--- config.mk ---
export PLATFORM = sky130hd
export DESIGN_NAME = id_exe_stage
export DESIGN_NICKNAME = d
export VERILOG_FILES = /design/src/rtl/id_exe_pkg.sv /design/src/rtl/id_exe_stage_entry.sv /design/src/rtl/id_exe_stage.sv
export SDC_FILE = /design/constraint.sdc
export NUM_CORES = 1
export LEC_CHECK = 0
export CAP_MARGIN = 20
export CORE_AREA = 2 2 242 149
export CTS_CLUSTER_SIZE = 30
export DETAILED_ROUTE_END_ITERATION = 6
export DIE_AREA = 0 0 244 151
export GPL_TIMING_DRIVEN = 0
export PLACE_DENSITY = 0.81
export REMOVE_ABC_BUFFERS = 1
export SLEW_MARGIN = 15
export SYNTH_ARGS = -nofsm -noshare
export SYNTH_HDL_FRONTEND = slang
export SYNTH_SLANG_ARGS = --single-unit
--- constraint.sdc ---
create_clock -name clk -period 13.46 [get_ports clk]
set_clock_uncertainty 0.15 [all_clocks]
set_input_delay 3.365 -clock clk [delete_from_list [all_inputs] [get_ports clk]]
set_output_delay 3.365 -clock clk [all_outputs]
set_load 0.005 [all_outputs]
--- src/rtl/id_exe_pkg.sv ---
// id_exe_pkg: shared constants for the ID/EX pipeline register.
// Holds default widths, the NOP encoding and the skid occupancy states.
package id_exe_pkg;
    localparam int DEF_DATA_W  = 32;
    localparam int DEF_INSTR_W = 32;
    localparam int DEF_PC_W    = 32;
    localparam int DEF_PC_INC  = 4;
    localparam int DEF_CNT_W   = 16;
    localparam logic [DEF_INSTR_W-1:0] NOP_INSTR = '0;
    typedef enum logic [1:0] {OCC_EMPTY, OCC_ONE, OCC_FULL} occ_e;
endpackage

--- src/rtl/id_exe_stage_entry.sv ---
// pipe_entry_reg: one pipeline slot, a valid bit plus payload with load and clear.
// Load wins over clear; clearing drops only the valid bit so the payload holds.
module pipe_entry_reg #(
    parameter int W = 32
) (
    input  logic         clk,
    input  logic         reset,
    input  logic         ld_i,
    input  logic         clr_i,
    input  logic [W-1:0] d_i,
    output logic         valid_o,
    output logic [W-1:0] q_o
);
    logic         valid_q;
    logic [W-1:0] data_q;
    always_ff @(posedge clk or posedge reset) begin
        if (reset) begin
            valid_q <= 1'b0;
            data_q  <= '0;
        end else if (ld_i) begin
            valid_q <= 1'b1;
            data_q  <= d_i;
        end else if (clr_i) begin
            valid_q <= 1'b0;
        end
    end
    assign valid_o = valid_q;
    assign q_o     = data_q;
endmodule

--- src/rtl/id_exe_stage.sv ---
// id_exe_stage: decode-to-execute pipeline register with optional skid entry.
// Carries instr/PC+8/operands with a valid/ready handshake, flush and a bubble counter.
module id_exe_stage
    import id_exe_pkg::*;
#(
    parameter int DATA_W  = DEF_DATA_W,
    parameter int INSTR_W = DEF_INSTR_W,
    parameter int PC_W    = DEF_PC_W,
    parameter int PC_INC  = DEF_PC_INC,
    parameter int SKID    = 1,
    parameter int CNT_W   = DEF_CNT_W
) (
    input  logic               clk,
    input  logic               reset,
    input  logic               flush,
    input  logic               in_valid,
    output logic               in_ready,
    input  logic [INSTR_W-1:0] in_instr,
    input  logic [PC_W-1:0]    in_pc4,
    input  logic [DATA_W-1:0]  in_rs,
    input  logic [DATA_W-1:0]  in_rt,
    input  logic [DATA_W-1:0]  in_ext,
    output logic               out_valid,
    input  logic               out_ready,
    output logic [INSTR_W-1:0] out_instr,
    output logic [PC_W-1:0]    out_pc8,
    output logic [DATA_W-1:0]  out_rd1,
    output logic [DATA_W-1:0]  out_rd2,
    output logic [DATA_W-1:0]  out_ext,
    output logic [CNT_W-1:0]   bubble_cnt
);
    localparam int PW = INSTR_W + PC_W + 3 * DATA_W;
    logic [PW-1:0]      in_pay, main_d, main_q;
    logic               main_v, main_ld, main_clr, in_xfer, out_xfer;
    logic [INSTR_W-1:0] main_instr;
    logic [CNT_W-1:0]   cnt_q, cnt_d;
    // PC+8 is formed at capture so the held payload is already execute-ready.
    assign in_pay   = {in_instr, in_pc4 + PC_W'(PC_INC), in_rs, in_rt, in_ext};
    assign in_xfer  = in_valid && in_ready;
    assign out_xfer = main_v && out_ready;
    assign main_clr = flush || out_xfer;
    pipe_entry_reg #(.W(PW)) u_main (
        .clk(clk), .reset(reset), .ld_i(main_ld), .clr_i(main_clr),
        .d_i(main_d), .valid_o(main_v), .q_o(main_q)
    );
    generate
        if (SKID == 0) begin : g_single
            assign in_ready = !main_v || out_ready;
            assign main_ld  = in_xfer && !flush;
            assign main_d   = in_pay;
        end else begin : g_skid
            logic          skid_v, skid_ld;
            logic [PW-1:0] skid_q;
            occ_e          occ;
            assign occ      = skid_v ? OCC_FULL : main_v ? OCC_ONE : OCC_EMPTY;
            // Ready comes only from flop state, never from out_ready.
            assign in_ready = occ != OCC_FULL && !reset;
            assign skid_ld  = !flush && in_xfer && occ == OCC_ONE && !out_ready;
            assign main_ld  = !flush && (occ == OCC_EMPTY ? in_xfer : out_ready && (occ == OCC_FULL || in_xfer));
            assign main_d   = skid_v ? skid_q : in_pay;
            pipe_entry_reg #(.W(PW)) u_skid (
                .clk(clk), .reset(reset), .ld_i(skid_ld), .clr_i(main_clr),
                .d_i(in_pay), .valid_o(skid_v), .q_o(skid_q)
            );
        end
    endgenerate
    assign cnt_d = (out_ready && !main_v && cnt_q != '1) ? cnt_q + CNT_W'(1) : cnt_q;
    always_ff @(posedge clk or posedge reset) begin
        if (reset) begin
            cnt_q <= '0;
        end else begin
            cnt_q <= cnt_d;
        end
    end
    assign {main_instr, out_pc8, out_rd1, out_rd2, out_ext} = main_q;
    assign out_valid  = main_v;
    assign out_instr  = main_v ? main_instr : INSTR_W'(NOP_INSTR);
    assign bubble_cnt = cnt_q;
endmodule
Yosys cells after proc, flatten, opt, wreduce, memory -nomap -nowiden --
Index checks and enable logic that the tools add are counted.
Cells by class: add/sub/neg operators 2, eq/ne operators 4, mux-type cells 8, reduce and logical (&&, ||, !) cells 19
Operators by type and width (count):
- 160-bit 2-to-1 mux | 1
- 32-bit by 3-bit adder with 32-bit output, second input constant | 1
- 32-bit 2-to-1 mux | 1
- 16-bit by 1-bit adder with 16-bit output, second input constant | 1
- 16-bit inequality test, second input constant | 1
- 1-bit logical AND | 10
- 1-bit 2-to-1 mux | 5
- 1-bit zero test | 4
- 2-bit nonzero test | 2
- 2-bit by 1-bit == test with 1-bit output, second input constant | 1
- 2-bit == test, second input constant | 1
- 2-bit zero test | 1
- 1-bit logical OR | 2
- 2-bit 2-to-1 mux | 1
- 2-bit inequality test, second input constant | 1
Storage, ports and cells: register bits 338, input port bits 165, output and inout port bits 178, logic and storage cells 38

Logic depth before layout (Yosys ltp) --
depth after elaboration 10, depth in mapped cells 7, gate-level depth less buffers 6

Modules after synthesis --
Synthesis repeated with hierarchy kept, for this count alone.
Unflattened totals: cell total of the unflattened synthesis 1113, area, all modules 16330.7 sq um
Modules (own cells, without submodules):
- pipe_entry_reg | instances 2, cells each 342, area each 6338.6 sq um, sequential area each 4028.9 sq um
- id_exe_stage | instances 1, cells each 429, area each 3653.5 sq um, sequential area each 400.4 sq um

Worst setup path before layout --
No wires, ideal clock.
kind input port to output port, start input port reset, end output port in_ready, arrival 3.519 ns, data required time 9.945 ns, setup slack 6.426 ns, stages on the path 1, path buffers 0, path through nor2_1
Between the ends: word-level cells in the longest chain between the ends 2
Ends and longest elaborated chain:
- start, declared | line id_exe_stage.sv:14 | input logic reset,
- 1-bit zero test (no source line)
- 1-bit logical AND | line id_exe_stage.sv:57 | assign in_ready = occ != OCC_FULL && !reset;
- end, declared | line id_exe_stage.sv:17 | output logic in_ready,
Every way passes these cells.

Worst setup path in the final report --
Same ends and word-level chain as after synthesis.

==> summary.md <==
| Metric | Value |
|---|---|
| FF-to-FF setup slack | `10.67 ns` |
| Die area | `36800 µm²` |
| Bufs on Longest Clock Path | `3` |
| Vias per Instance | `5.18` |
| Nets@finish | `1766` |
| Final setup fails | `0` |
| Status | `completed` |
| Fin Setup TNS | `0 ns` |
| Final WL | `37.8 mm` |
| Unrepaired setup endpoints after global routing | `no` |
| Cts hold-fix bufs | `0` |
| Worst slew pin tran | `0.872 ns` |
| Cells after Synth | `1403` |
| Routed length on met1 | `16.2 mm` |
| Pins Over Slew Limit | `0` |
| Register-to-Register Path Depth | `7` |
| Total I/O pin count | `343` |
| Reg clk slew, reported paths | `0.06 ns` |
| VDD IR-drop max | `93.1 µV` |
| Max_cap viols | `0` |
| CP Launch Type | `input port` |
| Root Buffer | `clkbuf_16` |
| Relative slew margins | `41.9%` |
| CTS tree | `done` |
| Final Cycle Share | `62.9%` |
| Total number of yosys warnings | `0` |
| Clk_lat worst skew | `0.51 ns` |
| FFs w/ async S/R, synth | `100%` |
| DRC Markers | `0` |
| Drt wl/cell | `18.1 µm` |
| CP endpoint kind | `output port` |
| DP Area | `19000 µm²` |
| Num CTS Buffers | `35` |
| Largest net degree at the start of global routing | `104` |
| Critical Setup Path Class | `in -> out` |
| Crit path DAT | `4.95 ns` |
| First-pass GRT wire length | `59.9 mm` |
| Wire length on met2 | `17.0 mm` |
| Filler Cell Count | `2778` |
| Most used DFF post-synth | `dfrtp_1` |
| Die H | `151 µm` |
| Power density cells | `140 nW/µm²` |
| Gpl congestion | `0.838` |
| Drt first pass iters | `5` |
| Final hold viol count | `0` |
| Mean Syn Cell Area | `11.2 µm²` |
| Register area share after synthesis | `53.8%` |
| Post-Syn Area | `15700 µm²` |
| CP Data Required Time | `9.94 ns` |
| Yosys cell types | `45` |
| Final instance area | `20200 µm²` |
| Port bufs | `342` |
| Hpwl dp | `26.6 mm` |
| Metal3 WL | `3.37 mm` |
| Leak pwr | `8.68 nW` |
| Area growth, synth to finish | `28.3%` |
| Post-synth EDFFs | `0` |
| Site Rows | `53` |
| Antenna violations before repair | `4` |
| Initial Util | `45.5%` |
| Via count | `10900` |
| Share of cells above drive strength 1 | `13.9%` |
| Vias in the first global route | `11100` |
| Total Routing Usage GR | `20.5%` |
| Clock sinks | `338` |
| Detail Route Antenna Nets | `0` |
| DR iter-0 viols | `507` |
| Postcts setup bufs | `0` |
| Fmax | `0.118 GHz` |
| Hold Crit Class | `reg -> reg` |
| Core area | `34500 µm²` |
| Top layer in use | `met4` |
| PostCTS Resize Cnt | `0` |
| Critical-path maximum fanout | `3` |
| Synth Register Bits | `338` |
| Die Width | `244 µm` |
| Tmin final | `8.46 ns` |
| CTS HTree Levels | `2` |
| Total global routing overflow | `0` |
| Hold Crit Depth | `2` |
| Hold slack | `0.321 ns` |
==> worst max-delay path, stage by stage <==
cell	delay, ns
clkdlybuf4s50_1	0.58
nor2_1	0.40
clkdlybuf4s50_1	0.59
==> registers in the layout (all words and copies together) (netlist names) <==
name and cells:
u_main.q_o 160, g_skid.u_skid.valid_o 1, g_skid.u_skid.q_o 160, u_main.valid_o 1, bubble_cnt 16
==> Yosys cell counts (3+ instances only) <==
cell | n | area share [%]
a21oi_1 | 26 | 0.83
xor2_1 | 20 | 1.1
nor2b_1 | 3 | 0.12
and2_1 | 34 | 1.4
nand2_1 | 190 | 4.5
and3_1 | 11 | 0.44
dfrtp_1 | 338 | 54
xnor2_1 | 19 | 1.1
inv_1 | 6 | 0.14
o211ai_1 | 3 | 0.14
o22ai_1 | 14 | 0.56
buf_2 | 30 | 0.96
nor2_1 | 26 | 0.62
buf_4 | 134 | 6.4
and4_1 | 5 | 0.28
o21ai_1 | 6 | 0.19
nand4_1 | 12 | 0.48
mux2_2 | 138 | 9.9
mux2i_1 | 132 | 8.4
clkbuf_1 | 40 | 0.96
nand3_1 | 14 | 0.45
o21ai_0 | 167 | 5.3
nor3_1 | 8 | 0.25
==> worst paths after layout <==
kind                                        from               to
max in group asynchronous                  reset   u_main.q_o[39]
max reg2reg                g_skid.u_skid.valid_o   u_main.q_o[40]
max                                        reset         in_ready
min in group asynchronous                  reset   bubble_cnt[11]
min reg2reg                      u_main.q_o[128]  u_main.q_o[128]
min                              u_main.q_o[128]  u_main.q_o[128]
==> final cells by class <==
type	instances	area [µm²]	share of cell area (%)
Inverter	6	30.0	0.149
Clock buffer	52	1030	5.12
Sequential cell	338	8460	42.0
Clock inverter	9	81.3	0.403
Antenna cell	4	10.0	0.0496
Tap cell	467	584	2.90
Timing Repair Buffer	365	4020	19.9
Multi-Input combinational cell	853	5950	29.5
==> layer usage <==
metal / vias to the layer above / global-route usage [%]
li1: 5121 / -
met5: - / 0
met1: 5345 / 26.4
met2: 313 / 32.3
met4: 0 / 7.13
met3: 71 / 7.23
==> logic make-up (layout without fill, tap and decap cells) <==
| logic type | after synthesis | after routing | synth area share [%] |
|---|---|---|---|
| adders and majority gates | 2 | 2 | 0.159 |
| and+or+nand+nor | 316 | 316 | 9.43 |
| buffers and inverters | 212 | 432 | 8.57 |
| xor gates and xnor gates | 39 | 39 | 2.17 |
| muxes | 270 | 270 | 18.3 |
| other | 0 | 4 | 0 |
| DFF | 338 | 338 | 53.8 |
| AOI/OAI and AO/OA | 226 | 226 | 7.57 |
==> per-stage QoR <==
step                      cells  power [mW]  utilization (%)  setup slack, ns
final                      2094        2.82             58.4             5.00
after floorplan            1197        1.55                -            -4.99
after global placement     2006        1.87             53.3           -20.91
after CTS                  2089        2.85             58.3             5.03
after detailed placement   2028        1.89             55.0             5.04
after global routing       2092        2.97             58.4             4.95
==> where the power goes <==
part           internal [mW]  leakage (nW)  switching (mW)  total [mW]
clock network          0.552         0.550           0.399       0.951
registers               1.21          4.32           0.109        1.32
logic                  0.333          3.80           0.218       0.551
==> cell usage in the layout (no fill, tap or decap), types with 2 or more instances in the layout <==
cell type	count
diode_2	4
buf_12	5
nand4_1	12
mux2i_1	132
clkdlybuf4s50_1	342
and4_1	5
dfrtp_1	337
nand2_1	190
nor3_1	8
o22ai_1	14
nor4_1	2
clkinv_4	2
clkbuf_16	37
nand4_2	2
nor2b_1	3
clkbuf_8	5
ha_1	2
xnor2_1	19
and3_1	11
nor4_4	2
a21oi_1	26
clkbuf_1	10
o31ai_1	2
and2_1	34
o21ai_0	167
nor2_1	26
o211ai_1	3
inv_1	5
nand3_1	14
buf_16	18
xor2_1	20
clkinv_2	5
o21ai_1	6
mux2_2	138
(Power assumes the default switching activity.)
